<file path="src/rtl/axil_regbank.sv">
// axil_regbank: AXI4-Lite slave register bank.
// N_RW read/write control registers (driven on rw_q) followed by N_RO
// read-only status words (sampled from ro_d) in one flat word-indexed map.
// Optional feature macro: AXIL_REGBANK_STRB_EN
//   defined   -> byte-lane merge of partial writes into read/write registers
//   undefined -> read/write registers accept only full-word writes (wstrb all
//                ones); partial writes are refused with SLVERR.
module axil_regbank #(
    parameter int DATA_W = 32,
    parameter int ADDR_W = 16,
    parameter int N_RW   = 8,
    parameter int N_RO   = 8,
    parameter logic [N_RW*DATA_W-1:0] RW_RST_VAL = '0
) (
    input  logic                                     axi_clk,
    input  logic                                     axi_rst,
    input  logic [ADDR_W-1:0]                        axi_awaddr,
    input  logic [2:0]                               axi_awprot,
    input  logic                                     axi_awvalid,
    output logic                                     axi_awready,
    input  logic [DATA_W-1:0]                        axi_wdata,
    input  logic [DATA_W/8-1:0]                      axi_wstrb,
    input  logic                                     axi_wvalid,
    output logic                                     axi_wready,
    output logic [1:0]                               axi_bresp,
    output logic                                     axi_bvalid,
    input  logic                                     axi_bready,
    input  logic [ADDR_W-1:0]                        axi_araddr,
    input  logic [2:0]                               axi_arprot,
    input  logic                                     axi_arvalid,
    output logic                                     axi_arready,
    output logic [DATA_W-1:0]                        axi_rdata,
    output logic [1:0]                               axi_rresp,
    output logic                                     axi_rvalid,
    input  logic                                     axi_rready,
    output logic [N_RW*DATA_W-1:0]                   rw_q,
    output logic [N_RW-1:0]                          wr_pulse,
    input  logic [((N_RO > 0) ? N_RO : 1)*DATA_W-1:0] ro_d,
    output logic [((N_RO > 0) ? N_RO : 1)-1:0]        rd_pulse
);

    localparam int STRB_W = DATA_W / 8;
    localparam int LSB    = $clog2(STRB_W);
    localparam int IDX_W  = ADDR_W - LSB;
    localparam int RO_W   = (N_RO > 0) ? N_RO : 1;

    localparam logic [1:0] RESP_OKAY   = 2'b00;
    localparam logic [1:0] RESP_SLVERR = 2'b10;
    localparam logic [1:0] RESP_DECERR = 2'b11;

    // write channel state
    logic              aw_held_reg;
    logic              w_held_reg;
    logic              bvalid_reg;
    logic [1:0]        bresp_reg;
    logic [IDX_W-1:0]  aw_idx_reg;
    logic [DATA_W-1:0] wdata_reg;
    logic [STRB_W-1:0] wstrb_reg;

    // read channel state
    logic              rvalid_reg;
    logic [DATA_W-1:0] rdata_reg;
    logic [1:0]        rresp_reg;
    logic [RO_W-1:0]   rd_pulse_reg;

    logic aw_hs, w_hs, b_hs, ar_hs;
    logic [31:0] w_idx, r_idx;
    logic w_is_rw, w_is_ro, r_is_rw, r_is_ro;
    logic wr_commit, wr_accept, wr_apply;
    logic [1:0] wr_resp_next;
    logic [DATA_W-1:0] wr_mask;
    logic [DATA_W-1:0] rd_data_next;
    logic [1:0]        rd_resp_next;
    logic [RO_W-1:0]   rd_pulse_next;

    // prot and the byte offset inside a word carry no meaning for this map
    logic unused_sigs;
    assign unused_sigs = ^{axi_awprot, axi_arprot, axi_awaddr[LSB-1:0], axi_araddr[LSB-1:0]};

    assign axi_awready = !aw_held_reg && !bvalid_reg;
    assign axi_wready  = !w_held_reg && !bvalid_reg;
    assign axi_arready = !rvalid_reg;
    assign axi_bvalid  = bvalid_reg;
    assign axi_bresp   = bresp_reg;
    assign axi_rvalid  = rvalid_reg;
    assign axi_rdata   = rdata_reg;
    assign axi_rresp   = rresp_reg;
    assign rd_pulse    = rd_pulse_reg;

    assign aw_hs = axi_awvalid && axi_awready;
    assign w_hs  = axi_wvalid && axi_wready;
    assign b_hs  = bvalid_reg && axi_bready;
    assign ar_hs = axi_arvalid && axi_arready;

    // word-index decode for the held write and the incoming read
    assign w_idx   = 32'(aw_idx_reg);
    assign r_idx   = 32'(axi_araddr[ADDR_W-1:LSB]);
    assign w_is_rw = w_idx < 32'(N_RW);
    assign w_is_ro = !w_is_rw && (w_idx < 32'(N_RW + N_RO));
    assign r_is_rw = r_idx < 32'(N_RW);
    assign r_is_ro = !r_is_rw && (r_idx < 32'(N_RW + N_RO));

    // commit happens on the first cycle both halves are held and no response is pending
    assign wr_commit = aw_held_reg && w_held_reg && !bvalid_reg;
`ifdef AXIL_REGBANK_STRB_EN
    assign wr_accept = w_is_rw;
`else
    assign wr_accept = w_is_rw && (&wstrb_reg);
`endif
    assign wr_apply = wr_commit && wr_accept;

    // response code for the write being committed
    always_comb begin
        wr_resp_next = RESP_DECERR;
        if (wr_accept)
            wr_resp_next = RESP_OKAY;
        else if (w_is_rw || w_is_ro)
            wr_resp_next = RESP_SLVERR;
    end

    // expand byte strobes into a bit mask
    for (genvar gi = 0; gi < STRB_W; gi++) begin : g_mask
        assign wr_mask[gi*8 +: 8] = {8{wstrb_reg[gi]}};
    end

    // one storage word and one commit strobe per read/write register
    for (genvar gi = 0; gi < N_RW; gi++) begin : g_rw
        logic [DATA_W-1:0] q_reg;
        logic              pulse_reg;
        logic              hit;

        assign hit = wr_apply && (w_idx == 32'(gi));

        // merge strobed bytes on commit; pulse follows the commit edge
        always_ff @(posedge axi_clk or posedge axi_rst) begin
            if (axi_rst) begin
                q_reg     <= RW_RST_VAL[gi*DATA_W +: DATA_W];
                pulse_reg <= 1'b0;
            end else begin
                pulse_reg <= hit;
                if (hit)
                    q_reg <= (q_reg & ~wr_mask) | (wdata_reg & wr_mask);
            end
        end

        assign rw_q[gi*DATA_W +: DATA_W] = q_reg;
        assign wr_pulse[gi]              = pulse_reg;
    end

    // AW/W capture, commit response and B handshake
    always_ff @(posedge axi_clk or posedge axi_rst) begin
        if (axi_rst) begin
            aw_held_reg <= 1'b0;
            w_held_reg  <= 1'b0;
            bvalid_reg  <= 1'b0;
            bresp_reg   <= RESP_OKAY;
            aw_idx_reg  <= '0;
            wdata_reg   <= '0;
            wstrb_reg   <= '0;
        end else begin
            if (aw_hs) begin
                aw_held_reg <= 1'b1;
                aw_idx_reg  <= axi_awaddr[ADDR_W-1:LSB];
            end
            if (w_hs) begin
                w_held_reg <= 1'b1;
                wdata_reg  <= axi_wdata;
                wstrb_reg  <= axi_wstrb;
            end
            if (wr_commit) begin
                bvalid_reg <= 1'b1;
                bresp_reg  <= wr_resp_next;
            end else if (b_hs) begin
                bvalid_reg  <= 1'b0;
                aw_held_reg <= 1'b0;
                w_held_reg  <= 1'b0;
            end
        end
    end

    // read data mux and read-only access strobes for the incoming address
    always_comb begin
        rd_data_next  = '0;
        rd_resp_next  = (r_is_rw || r_is_ro) ? RESP_OKAY : RESP_DECERR;
        rd_pulse_next = '0;
        for (int k = 0; k < N_RW; k++) begin
            if (r_idx == 32'(k))
                rd_data_next = rw_q[k*DATA_W +: DATA_W];
        end
        for (int k = 0; k < N_RO; k++) begin
            if (r_idx == 32'(N_RW + k)) begin
                rd_data_next     = ro_d[k*DATA_W +: DATA_W];
                rd_pulse_next[k] = ar_hs;
            end
        end
    end

    // AR handshake latches the response; R handshake releases it
    always_ff @(posedge axi_clk or posedge axi_rst) begin
        if (axi_rst) begin
            rvalid_reg   <= 1'b0;
            rdata_reg    <= '0;
            rresp_reg    <= RESP_OKAY;
            rd_pulse_reg <= '0;
        end else begin
            rd_pulse_reg <= rd_pulse_next;
            if (ar_hs) begin
                rvalid_reg <= 1'b1;
                rdata_reg  <= rd_data_next;
                rresp_reg  <= rd_resp_next;
            end else if (rvalid_reg && axi_rready) begin
                rvalid_reg <= 1'b0;
            end
        end
    end

endmodule

</file>
<file path="config.mk">
export PLATFORM = sky130hd
export DESIGN_NAME = axil_regbank
export DESIGN_NICKNAME = d
export VERILOG_FILES = /design/src/rtl/axil_regbank.sv
export SDC_FILE = /design/constraint.sdc
export NUM_CORES = 1
export LEC_CHECK = 0
export BUFFER_PORTS_ARGS = -buffer_cell sky130_fd_sc_hd__buf_2
export CORE_AREA = 3 3 255 257
export CTS_BUF_LIST = sky130_fd_sc_hd__clkbuf_8
export DETAILED_ROUTE_END_ITERATION = 10
export DIE_AREA = 0 0 258 260
export PLACE_DENSITY_LB_ADDON = 0.2
export SYNTH_ARGS = -nofsm -noshare
export SYNTH_HDL_FRONTEND = slang
export SYNTH_SLANG_ARGS = --single-unit
</file>
<file path="constraint.sdc">
create_clock -name axi_clk -period 16.85 [get_ports axi_clk]
set_input_delay 3.37 -clock axi_clk [delete_from_list [all_inputs] [get_ports axi_clk]]
set_output_delay 3.37 -clock axi_clk [all_outputs]
set_load 0.03 [all_outputs]
</file>
==> impl_metrics.toml <==
[final_layout]
drive_above_1_share_pct = 51.0
synthToLayoutAreaGrowth_pct = 31.2
final_nets = 2552

[detailed_routing]
wirelength_mm = 100
dr.pass1.iters = 7
drtAntennaViolNets = 0
drc = 0
wl_per_cell_um = 32.1
vias_per_cell = 5.51
vias = 17200
drt_iter0_markers = 1637

[synth]
ys.flop_type = "dfrtp_1"
synth_cell_types = 71
avgSynthCellArea_um2 = 11.5
syn_inst = 1581
ys_ff_latch = 361
syn_area_um2 = 18100
synth_edf_count = 0
synth_async_sr_flop_share_pct = 100
yosysWarnings = 0
synth-seq-area-share_pct = 49.8
yosys-top-cells-area = "dfrtp_1 50%, mux2_2 19%, o21ai_0 2.7%, a22oi_1 2.4%, nor2_1 1.8%"
synth_top_area_share_pct = 49.8
syn_nets = 1918
synth_top_area_cell = "dfrtp_1"

[worst_hold_path]
holdCritPathClass = "flip-flop to flip-flop"
holdPathStages = 1
hold-path-endpoint = "aw_idx_reg[13]"
hp-start = "aw_idx_reg[13]"

[pwr]
fin_total_pwr_uw = 2280
p_per_area_nw_per_um2 = 95.9
vdd_drop_max_mv = 0.0672
pwr-share-comb_pct = 13.0
swShare_pct = 31.3
p_sw_uw = 715
seqPwrFrac_pct = 46.6
clockPowerShare_pct = 40.3
p_leak_uw = 0.0122
p_int_uw = 1570

[floorplan]
die_w_um = 258
die_h_um = 260
dieArea_um2 = 67100
rows = 92
ios = 650
initial_core_util_pct = 28.8
coreArea_um2 = 63000

[worst_setup_path]
worstSetupPathType = "input port to flip-flop"
crit_family = "simple AND/OR/NAND/NOR gates"
crit_chain = "buf_4, buf_4, nand2b_1, nor2_1, nor3_1, o211ai_1, a2111oi_0, or2_1"
cpPeakStageDelay_ns = 0.65
slowest_stage = "nor3_1"
rr_endpoint = "axi_rdata[5]"
rrSetupSlack_ns = 13.78
cp-end-kind = "flip-flop"
startpoint_type = "input port"
arrival_ns = 7.02
r2r_cells = 6
reg2reg_from = "axi_rvalid"
worstPathRequired_ns = 17.42
path_max_fanout = 47
crit_buf_inv = 2
critPathMostFrequentCell = "buf_4"

[clock_tree]
cts_setup_buffers = 0
cts.sink_count = 361
clkTransAtPathRegs_ns = 0.06
cts_tree = "built"
clk_latency_ns = 0.65
cts_made_buffers = 71
clockRootBuffer = "clkbuf_8"
h-tree-depth = 3
cts.repair.resized = 0
clockBufferDepth = 3
ctsHoldBuffers = 0

[global_routing]
antenna_found_initial = 24
grt_max_degree = 86
grt_pass1_wl_mm = 138
grt_usage_pct = 28.9
grt_overflow = 0
grt_pass1_vias = 17400

[timing]
hold_violations = 0
max_freq_mhz = 155
fin_skew_ns = 0.0451
setup_viol = 0
fin_setup_tns_ns = 0
worst_pin_slew_ns = 1.32
rsz0062_at_grt = "false"
fin_crit_ns = 6.45
drv_slew = 0
slew_headroom_pct = 11.9
fin_crit_sh_pct = 38.3

[job]
max_cap_viol_count = 0

[run_status]
outcome = "completed"

[place]
dp_hpwl_mm = 74.4
gp_congestion = 0.993
port_buffers = 639
[placed cells by master, fill, tap and decap left out, types with 16 or more instances in the layout]
| cell | netlist | final |
|---|---|---|
| buf_2 | 25 | 636 |
| dfrtp_1 | 361 | 361 |
| mux2_2 | 308 | 308 |
| o21ai_0 | 96 | 96 |
| clkbuf_8 | 0 | 89 |
| nor2_1 | 88 | 85 |
| a22oi_1 | 59 | 59 |
| a21oi_1 | 51 | 51 |
| nand2_1 | 53 | 50 |
| buf_4 | 11 | 47 |
| inv_1 | 21 | 39 |
| o22ai_1 | 33 | 33 |
| o211ai_1 | 29 | 29 |
| nor3_1 | 27 | 27 |
| nand3_1 | 27 | 23 |
| a221oi_1 | 23 | 23 |
| o221ai_1 | 18 | 18 |
| mux2i_1 | 17 | 17 |
| a22o_1 | 17 | 17 |
| nor2b_1 | 21 | 16 |
[metal layers]
| metal | GRT usage (%) | up-vias | wire, µm |
|---|---|---|---|
| met5 | 0 | - | 49 |
| met4 | 10.7 | 8 | 3700 |
| met3 | 6.39 | 185 | 7250 |
| met2 | 48.2 | 833 | 48100 |
| met1 | 36.8 | 8899 | 41300 |
| li1 | - | 7293 | - |
[power groups by stage]
| stage | combinational (µW) | sequential, µW | clock, µW |
|---|---|---|---|
| after global routing | 320 | 1080 | 986 |
| after detailed placement | 298 | 1080 | 0 |
| final | 297 | 1060 | 921 |
| after CTS | 300 | 1060 | 947 |
| after global placement | 294 | 1070 | 0 |
| after floorplan | 172 | 1030 | 0 |
[synth_stat cells, drive strengths merged, types with 22 or more instances]
cell type	instances
nand3	27
o21ai	106
nor2	88
nor4	22
a221oi	23
mux2	308
nand2	54
a22oi	59
dfrtp	361
a21oi	51
o22ai	33
clkbuf	77
nor3	30
o211ai	29
buf	45
[worst max-delay path by stage]
stage | to | startpoint | cells past startpoint
after global placement | axi_rdata[29] | axi_araddr[4] | 8
after CTS | axi_rdata[29] | axi_araddr[4] | 8
after global routing | axi_rdata[29] | axi_araddr[4] | 8
after detailed placement | axi_rdata[29] | axi_araddr[4] | 8
final | axi_rdata[15] | axi_araddr[4] | 8
after floorplan | async pin | axi_rst | 1
[layout make-up]
type | count | area (µm²)
inverter | 21 | 86.3
antenna | 11 | 27.5
timing repair buffer | 683 | 3540
clock inverter | 35 | 228
tap | 846 | 1060
sequential | 361 | 9030
clock buffer | 89 | 1220
fill | 6498 | 39200
multi-input combinational | 1077 | 8590
[kinds of logic (layout without fill, tap and decap cells)]
family                 after synthesis  after routing  share of synthesized area, %
AOI/OAI and AO/OA                  427            427                          16.1
buffers and inverters              143            828                          3.36
DFF                                361            361                          49.8
muxes                              331            331                          20.8
other                                0             11                             0
and+or+nand+nor                    319            319                          9.89
[metrics by stage]
| step | utilization [%] | instance area, µm² | setup WS (ns) | hold slack, ns | std cells |
|---|---|---|---|---|---|
| 2_1_floorplan | - | 18100 | 3.46 | 0.481 | 1581 |
| 3_3_place_gp | 35.4 | 22300 | 9.73 | 0.489 | 2988 |
| 3_5_place_dp | 35.4 | 22300 | 9.76 | 0.497 | 2988 |
| 4_1_cts | 37.7 | 23800 | 10.47 | 0.509 | 3112 |
| 5_1_grt | 37.8 | 23800 | 10.29 | 0.511 | 3120 |
| 6_report | 37.8 | 23800 | 10.40 | 0.506 | 3123 |
(Power assumes the default switching activity.)
